--- src/rtl/muldiv_pkg.sv ---
// muldiv_pkg: shared definitions for the iterative RV32M multiply/divide unit.
//   - XLEN_DEFAULT : operand/result width (only 32 is supported)
//   - F3_*         : funct3 encodings of the M extension
//   - state_e      : FSM state encoding of muldiv_unit
//   - neg32_if / neg64_if : conditional two's-complement negate, used both to
//     take operand magnitudes and to restore result signs
package muldiv_pkg;

   localparam int XLEN_DEFAULT = 32;

   localparam logic [2:0] F3_MUL    = 3'b000;
   localparam logic [2:0] F3_MULH   = 3'b001;
   localparam logic [2:0] F3_MULHSU = 3'b010;
   localparam logic [2:0] F3_MULHU  = 3'b011;
   localparam logic [2:0] F3_DIV    = 3'b100;
   localparam logic [2:0] F3_DIVU   = 3'b101;
   localparam logic [2:0] F3_REM    = 3'b110;
   localparam logic [2:0] F3_REMU   = 3'b111;

   typedef enum logic [1:0] {
      ST_IDLE = 2'd0,
      ST_CALC = 2'd1,
      ST_FIX  = 2'd2,
      ST_DONE = 2'd3
   } state_e;

   function automatic logic [31:0] neg32_if(input logic [31:0] v, input logic n);
      return n ? (~v + 32'd1) : v;
   endfunction

   function automatic logic [63:0] neg64_if(input logic [63:0] v, input logic n);
      return n ? (~v + 64'd1) : v;
   endfunction

endpackage

--- src/rtl/muldiv_unit.sv ---
// muldiv_unit: iterative RV32M multiply/divide unit for the execute stage.
//
// Ports:
//   clk, rst            clock (rising edge), asynchronous active-low reset
//   start               request, sampled only in IDLE
//   flush               synchronous kill of an in-flight operation
//   funct3              M-extension operation select
//   op_a, op_b          rs1 / rs2 values from the register file
//   rd_in               destination register index
//   busy                high in CALC, FIX and DONE (control unit stalls on it)
//   valid               one-cycle result strobe
//   result, rd_out, we  register-file write port (wd3 / wa3 / we3)
//   dbg_state_o         current FSM state, for observation only
//
// Handshake: start is a request with no ready; it is taken only when busy is
// low (IDLE) and flush is low, and operands are captured on that edge only.
// busy then stays high until the cycle after the single valid strobe. There is
// no backpressure on valid: the write port must take the result that cycle.
//
// Datapath: one 64-bit accumulator serves both operations.
//   multiply: acc = {partial product, multiplier}; each step adds the
//             multiplicand into the top half when acc[0] is set, then shifts
//             the whole thing right (the carry goes into bit 63).
//   divide:   acc = {remainder, dividend/quotient}; each step forms the 33-bit
//             partial remainder {rem, next dividend bit}, subtracts the divisor
//             if it fits and shifts the quotient bit into acc[0].
// Both run on magnitudes; signs are restored in FIX.
module muldiv_unit
   import muldiv_pkg::*;
#(
   parameter int XLEN = XLEN_DEFAULT
) (
   input  logic            clk,
   input  logic            rst,
   input  logic            start,
   input  logic            flush,
   input  logic [2:0]      funct3,
   input  logic [XLEN-1:0] op_a,
   input  logic [XLEN-1:0] op_b,
   input  logic [4:0]      rd_in,
   output logic            busy,
   output logic            valid,
   output logic [XLEN-1:0] result,
   output logic [4:0]      rd_out,
   output logic            we,
   output logic [1:0]      dbg_state_o
);

   localparam logic [XLEN-1:0] MIN_NEG = {1'b1, {(XLEN-1){1'b0}}};

   state_e              state_q, state_d;
   logic [5:0]          cnt_q, cnt_d;
   logic [2:0]          f3_q, f3_d;
   logic [4:0]          rd_q, rd_d;
   logic [XLEN-1:0]     opnd_q, opnd_d;   // multiplicand or divisor magnitude
   logic [2*XLEN-1:0]   acc_q, acc_d;
   logic                sa_q, sa_d;       // op_a was negative (signed view)
   logic                sb_q, sb_d;       // op_b was negative (signed view)
   logic [XLEN-1:0]     result_q, result_d;

   // Operand classification at acceptance
   logic            sa_in, sb_in;
   logic [XLEN-1:0] mag_a, mag_b;
   logic            div_zero, div_ovf;

   assign sa_in = op_a[XLEN-1] & ((funct3 == F3_MULH) || (funct3 == F3_MULHSU) ||
                                  (funct3 == F3_DIV)  || (funct3 == F3_REM));
   assign sb_in = op_b[XLEN-1] & ((funct3 == F3_MULH) || (funct3 == F3_DIV) ||
                                  (funct3 == F3_REM));
   assign mag_a = neg32_if(op_a, sa_in);
   assign mag_b = neg32_if(op_b, sb_in);

   assign div_zero = funct3[2] && (op_b == '0);
   assign div_ovf  = ((funct3 == F3_DIV) || (funct3 == F3_REM)) &&
                     (op_a == MIN_NEG) && (op_b == '1);

   // One iteration of each algorithm
   logic [XLEN:0]   mul_sum;
   logic [XLEN:0]   part_rem;
   logic            rem_ge;
   logic [XLEN-1:0] rem_sub;

   assign mul_sum  = {1'b0, acc_q[2*XLEN-1:XLEN]} + {1'b0, (acc_q[0] ? opnd_q : '0)};
   assign part_rem = {acc_q[2*XLEN-1:XLEN], acc_q[XLEN-1]};
   assign rem_ge   = (part_rem >= {1'b0, opnd_q});
   // When rem_ge holds the difference is below 2^XLEN, so the low bits suffice.
   assign rem_sub  = part_rem[XLEN-1:0] - opnd_q;

   // Sign restoration and result selection
   logic [2*XLEN-1:0] prod;
   logic [XLEN-1:0]   quo_fix, rem_fix, fix_res;

   assign prod    = neg64_if(acc_q, sa_q ^ sb_q);
   assign quo_fix = neg32_if(acc_q[XLEN-1:0], sa_q ^ sb_q);
   assign rem_fix = neg32_if(acc_q[2*XLEN-1:XLEN], sa_q);

   always_comb begin
      fix_res = '0;
      case (f3_q)
         F3_MUL:                        fix_res = prod[XLEN-1:0];
         F3_MULH, F3_MULHSU, F3_MULHU:  fix_res = prod[2*XLEN-1:XLEN];
         F3_DIV, F3_DIVU:               fix_res = quo_fix;
         default:                       fix_res = rem_fix;
      endcase
   end

   // Next-state logic
   always_comb begin
      state_d  = state_q;
      cnt_d    = cnt_q;
      f3_d     = f3_q;
      rd_d     = rd_q;
      opnd_d   = opnd_q;
      acc_d    = acc_q;
      sa_d     = sa_q;
      sb_d     = sb_q;
      result_d = result_q;

      case (state_q)
         ST_IDLE: begin
            if (start && !flush) begin
               f3_d  = funct3;
               rd_d  = rd_in;
               sa_d  = sa_in;
               sb_d  = sb_in;
               cnt_d = '0;
               if (funct3[2]) begin
                  opnd_d = mag_b;
                  acc_d  = {{XLEN{1'b0}}, mag_a};
               end else begin
                  opnd_d = mag_a;
                  acc_d  = {{XLEN{1'b0}}, mag_b};
               end
               if (div_zero) begin
                  // REM/REMU (funct3[1]) return the dividend, DIV/DIVU all ones
                  result_d = funct3[1] ? op_a : '1;
                  state_d  = ST_DONE;
               end else if (div_ovf) begin
                  result_d = funct3[1] ? '0 : MIN_NEG;
                  state_d  = ST_DONE;
               end else begin
                  state_d = ST_CALC;
               end
            end
         end

         ST_CALC: begin
            if (flush) begin
               state_d = ST_IDLE;
            end else begin
               if (f3_q[2]) begin
                  acc_d = {(rem_ge ? rem_sub : part_rem[XLEN-1:0]),
                           acc_q[XLEN-2:0], rem_ge};
               end else begin
                  acc_d = {mul_sum, acc_q[XLEN-1:1]};
               end
               cnt_d = cnt_q + 6'd1;
               if (cnt_q == 6'(XLEN - 1)) begin
                  state_d = ST_FIX;
               end
            end
         end

         ST_FIX: begin
            if (flush) begin
               state_d = ST_IDLE;
            end else begin
               result_d = fix_res;
               state_d  = ST_DONE;
            end
         end

         default: begin
            // DONE lasts exactly one cycle; flush leads to the same place.
            state_d = ST_IDLE;
         end
      endcase
   end

   always_ff @(posedge clk or negedge rst) begin
      if (!rst) begin
         state_q  <= ST_IDLE;
         cnt_q    <= '0;
         f3_q     <= '0;
         rd_q     <= '0;
         opnd_q   <= '0;
         acc_q    <= '0;
         sa_q     <= 1'b0;
         sb_q     <= 1'b0;
         result_q <= '0;
      end else begin
         state_q  <= state_d;
         cnt_q    <= cnt_d;
         f3_q     <= f3_d;
         rd_q     <= rd_d;
         opnd_q   <= opnd_d;
         acc_q    <= acc_d;
         sa_q     <= sa_d;
         sb_q     <= sb_d;
         result_q <= result_d;
      end
   end

   // All outputs are decoded from registers only.
   assign busy        = (state_q != ST_IDLE);
   assign valid       = (state_q == ST_DONE);
   assign result      = result_q;
   assign rd_out      = rd_q;
   assign we          = valid && (rd_q != 5'd0);
   assign dbg_state_o = state_q;

endmodule

--- config.mk ---
export PLATFORM = sky130hd
export DESIGN_NAME = muldiv_unit
export DESIGN_NICKNAME = d
export VERILOG_FILES = /design/src/rtl/muldiv_pkg.sv /design/src/rtl/muldiv_unit.sv
export SDC_FILE = /design/constraint.sdc
export NUM_CORES = 1
export LEC_CHECK = 0
export ABC_AREA = 1
export CAP_MARGIN = 30
export CELL_PAD_IN_SITES_DETAIL_PLACEMENT = 0
export CELL_PAD_IN_SITES_GLOBAL_PLACEMENT = 1
export CORE_MARGIN = 2
export CORE_UTILIZATION = 42
export CTS_CLUSTER_DIAMETER = 40
export DETAILED_ROUTE_END_ITERATION = 8
export PLACE_DENSITY = 0.8
export SLEW_MARGIN = 20
export SYNTH_ARGS = -nofsm -noshare
export SYNTH_HDL_FRONTEND = slang
export SYNTH_SLANG_ARGS = --single-unit
--- constraint.sdc ---
create_clock -name clk -period 3.2 [get_ports clk]
set_clock_uncertainty 0.2 [all_clocks]
set_input_delay 0.64 -clock clk [delete_from_list [all_inputs] [get_ports clk]]
set_output_delay 0.64 -clock clk [all_outputs]
set_load 0.03 [all_outputs]
; ---- After elaboration in Yosys (flattened, before gate mapping)
; Index checks and enable logic that the tools add are counted.
[totals]
register_bits = 146
latchBits = 0
mem_bits_rw = 0
romBits = 0
inputBits = 76
output_inout_bits = 42
memories = 0
[op_classes]
n_addsub = 8
multipliers = 0
div = 0
n_lt_le_gt_ge = 1
n_eq_ne = 20
shift = 0
mux = 31
n_bitwise = 8
reduce_logical = 25
[op_table]
columns = op, n
row1 = $mux W32, 14
row2 = $mux W64, 4
row3 = $add A32 B1 Y32 const B, 4
row4 = $not A32 Y32, 4
row5 = $pmux W64 S2, 1
row6 = $pmux W32 S3, 1
row7 = $add A64 B1 Y64 const B, 1
row8 = $eq A32 B32 Y1 const B, 2
row9 = $not A64 Y64, 1
row10 = $pmux W32 S2, 1
row11 = $add A32 B32 Y33, 1
row12 = $ge A33 B32 Y1, 1
row13 = $logic_not A32 Y1, 1
row14 = $sub A32 B32 Y32, 1
row15 = $eq A3 B3 Y1 const B, 4
row16 = $mux W2, 6
row17 = $mux W6, 2
row18 = $pmux W6 S2, 1
row19 = $eq A3 B2 Y1 const B, 3
row20 = $add A6 B1 Y6 const B, 1
row21 = $eq A3 B1 Y1 const B, 2
row22 = $eq A6 B5 Y1 const B, 1
row23 = $logic_or A1 B1 Y1, 6
row24 = $ne A2 B2 Y1 const B, 3
row25 = 17 further kinds, 27

; ---- Logic depth before layout (Yosys ltp)
[depth]
depth_word = 9
depth_mapped = 20
ltp_nobuf = 18

; ---- Worst setup path before layout
; Ideal clock, no wire load.
[synth_path]
path_kind = register -> register
startpoint = register acc_q[0]
endpoint = register acc_q[61]
setup_time_ns = 0.117
arrival_time_ns = 2.335
slack_ns = 0.548
stages_incl_launch_ff = 20
n_path_buf = 2
synth_period_minus_slack_ns = 2.652
cell_sequence = dfrtp_1 buf_6 clkbuf_1 nand2_1 inv_1 ha_1 inv_1 fa_1 inv_1 nand3_1 nand2_1 nand3_1 nand2_1 nand3_1 nand2_1 nand2_1 nand3_1 nand3_1 nand3_1 nand2_1
[synth_between]
elab_chain_len = 5
[synth_lines]
columns = element, line_no
row1 = start: declaration, muldiv_unit.sv:56  ; logic [2*XLEN-1:0] acc_q, acc_d;
row2 = start signal: assignment, muldiv_unit.sv:187  ; acc_q <= '0;
row3 = start signal: assignment, muldiv_unit.sv:197  ; acc_q <= acc_d;
row4 = $mux W32, muldiv_unit.sv:83  ; assign mul_sum = {1'b0, acc_q[2*XLEN-1:XLEN]} + {1'b0, (acc_q[0] ? opnd_q : '0)};
row5 = $add A32 B32 Y33, muldiv_unit.sv:83
row6 = $mux W64, muldiv_unit.sv:151  ; if (f3_q[2]) begin
row7 = $mux W64, muldiv_unit.sv:148  ; if (flush) begin
row8 = $pmux W64 S2, muldiv_unit.sv:119  ; case (state_q)
; No other way between the ends. The select of a mux whose other input is x is not followed.
; A chain may end at the register's enable or synchronous reset.

; ---- Worst setup path after layout
[layout_path]
startpoint = register opnd_q[20]
endpoint = register acc_q[57]
[layout_between]
elab_chain_len = 5
elab_cells_between_ends = 8
cone_classes = add/sub: 2 / order compare: 1 / mux: 5
[layout_lines]
columns = element, line_no
row1 = start: declaration, muldiv_unit.sv:55  ; logic [XLEN-1:0] opnd_q, opnd_d;
row2 = start signal: assignment, muldiv_unit.sv:196  ; opnd_q <= opnd_d;
row3 = $mux W32 (tied with other cells), muldiv_unit.sv:83
row4 = $add A32 B32 Y33 / $mux W32 (equally long branches), "muldiv_unit.sv:83, muldiv_unit.sv:152"
row5 = $mux W64 *, muldiv_unit.sv:151
row6 = $mux W64 *, muldiv_unit.sv:148
row7 = $pmux W64 S2 *, muldiv_unit.sv:119
; Mark *: on every way between the ends. The rest lies on a longest branch, timed or not. The select of a mux whose other input is x is not followed.

==> out/qor.txt <==
routed wire length - 93.3 mm
Clk Tree Root Cell - clkbuf_16
CP Launch Type - flop
average size of a mapped cell - 5.56 um^2
nets - 3641
syn_nets - 3450
RSZ-0062 raised after global routing - false
fin. max-slew vios - 0
Slew @ Worst Pin - 902 ps
clk_lat worst skew - 490 ps
prevailing post-synth register cell - dfrtp_1
Cell Area, Synth - 18400 um^2
synthesis-to-layout area growth - 18.2%
hold crit path type - reg2reg
clk sink count - 146
critical path class - reg2reg
# IOs - 118
Worst EP arrival - 3330 ps
initial antenna violation count - 1
post-CTS setup buffer count - 0
final setup vio count - 0
final hold viol count - 0
wire per inst - 22.8 um
Tot GR Track Use - 41.2%
antenna viol nets, final - 0
port bufs - 117
outcome - complete, no violations
clock buffer depth - 2
post-DP HPWL - 76.5 mm
yosys warns - 0
TritonCTS clock tree - built
Slew headroom - 39.8%
setup TNS - 0 ps
die width - 213 um
fin crit share - 96.8%
Synth cell types - 50
critical path capture point type - flop
Max FO, Critical Path - 12
most frequent cells in the layout - nand2_1, nor2_1, inv_1, nand3_1, a21oi_1
CTS buffer count - 17
FMAX - 0.323 GHz
leak pwr - 0.0112 uW
vias in the first global route - 22.2k
Critical Path RT - 3430 ps
Fillers - 4671
area of the multi-input gates - 12600 um^2
H-Tree Depth - 4
Tot Pwr - 25100 uW
first-pass GRT wire length - 137 mm
drt pass-1 iters - 7
Final min period - 3100 ps
share of layout cells above drive strength 1 - 7.99%
register area - 3650 um^2
sequential share of the synthesized area - 19.9%
Initial Utilization - 42.6%
largest net degree at the start of global routing - 73
PwrDens - 1150 nW/um^2
worst vdd ir - 0.840 mV
maxcap violations - 0
Die Ht - 213 um
row count - 76
commonest non-fill, non-tap cell in the layout - nand2_1
ys async rst share - 100%
Placer Congestion - 1.07
EDFF count, synth - 0
Syn Inst Count - 3302
Seq cells post-synth - 146
Detailed Route Iter0 Violations - 3095
Core ar. - 43100 um^2
clk slew on worst S/H paths - 80 ps
via-per-instance ratio - 5.79
Die ar. - 45400 um^2
DRC - 0
vias - 23.7k
total grt overflow - 0
==> power by group <==
group	internal, uW	leakage, uW	switching [uW]
registers	2720	0.00178	1180
clock network	1040	0.000282	1030
logic	5930	0.00909	13100
==> registers in the layout, summed over array words and instances (netlist names) <==
name	count
acc_q	64
cnt_q	6
dbg_state_o	2
f3_q	3
opnd_q	32
rd_out	5
result	32
sa_q	1
sb_q	1
==> synth_stat cells, types with 9 or more instances <==
master,n,area (um^2)
a21oi_1,191,956
nor3_1,26,130
inv_2,13,48.8
o211ai_1,23,173
nor2_1,481,1810
a22oi_1,14,105
xor2_1,50,438
nand3_1,365,1830
buf_2,28,140
o221ai_1,17,149
nand2_2,13,81.3
o21bai_1,13,97.6
dfrtp_1,146,3650
nand4_1,55,344
nand2_1,1020,3830
nor2_2,16,100
ha_1,70,876
a31oi_1,11,68.8
inv_1,423,1590
nand3b_1,22,165
clkbuf_1,53,199
o21ai_0,158,791
buf_1,9,33.8
==> metal layers <==
metal | wire, um | GRT usage [%] | share of wire, %
met5 | 12 | 0 | 0.013
met4 | 7980 | 30.8 | 8.6
met3 | 8350 | 6.87 | 8.9
met2 | 40500 | 64.2 | 43
met1 | 36400 | 51.1 | 39
==> final cells by class <==
cell class	count	area share [%]
Multi-Input combinational cell	2611	57.9
Sequential cell	146	16.8
Timing Repair Buffer	279	11.6
Inverter	438	7.58
Tap cell	585	3.37
Clock buffer	17	1.96
Clock inverter	15	0.744
Antenna cell	1	0.0115
==> critical path, cell delays in order, from the launching register on <==
cell	delay, ps
dfrtp_1	480
inv_1	170
ha_1	440
nand2_1	140
nor2_1	280
nand2_1	120
nor2_1	200
nand2_4	100
nand2_4	120
buf_12	160
nand3_2	280
nand2_1	150
nand2_1	120
nand2_1	80
==> per-stage QoR <==
stage,setup slack (ps),cell area (um^2),instances,util (%),hold slack (ps)
after floorplan,548,18400,3302,-,144
after global placement,54.7,21000,4058,48.9,289
after detailed placement,4.82,21000,4058,48.9,290
after CTS,106,21600,4091,50.2,317
after global routing,17.8,21700,4091,50.4,340
final,104,21700,4092,50.4,319
==> path summary, 6_finish.rpt <==
kind	startpoint	endpoint	slack, ps	depth (start not counted)
worst min-delay path	rd_out[0]	rd_out[0]	320	2
worst max register to register	opnd_q[20]	acc_q[57]	100	13
min in group asynchronous	rst	rd_out[4]	440	2
worst max-delay path	opnd_q[20]	acc_q[57]	100	13
max in group asynchronous	rst	acc_q[47]	1560	3
worst min register to register	rd_out[0]	rd_out[0]	320	2
==> repair_timing <==
item | CTS | global route
hold buffers | 1 | 0
endpoints found under the hold margin | 37 | 0
setup endpoints to repair | 0 | 6
resized for setup | 0 | 13
==> cell families after synthesis <==
logic type                 count (synthesis)  share of synthesized area (%)
DFF                                      146                           19.9
and+or+nand+nor                         2032                           46.7
adders and majority gates                 72                           4.99
xor gates and xnor gates                  57                           2.72
buffers and inverters                    545                           12.0
AOI/OAI and AO/OA                        450                           13.6
(Power assumes the default switching activity.)
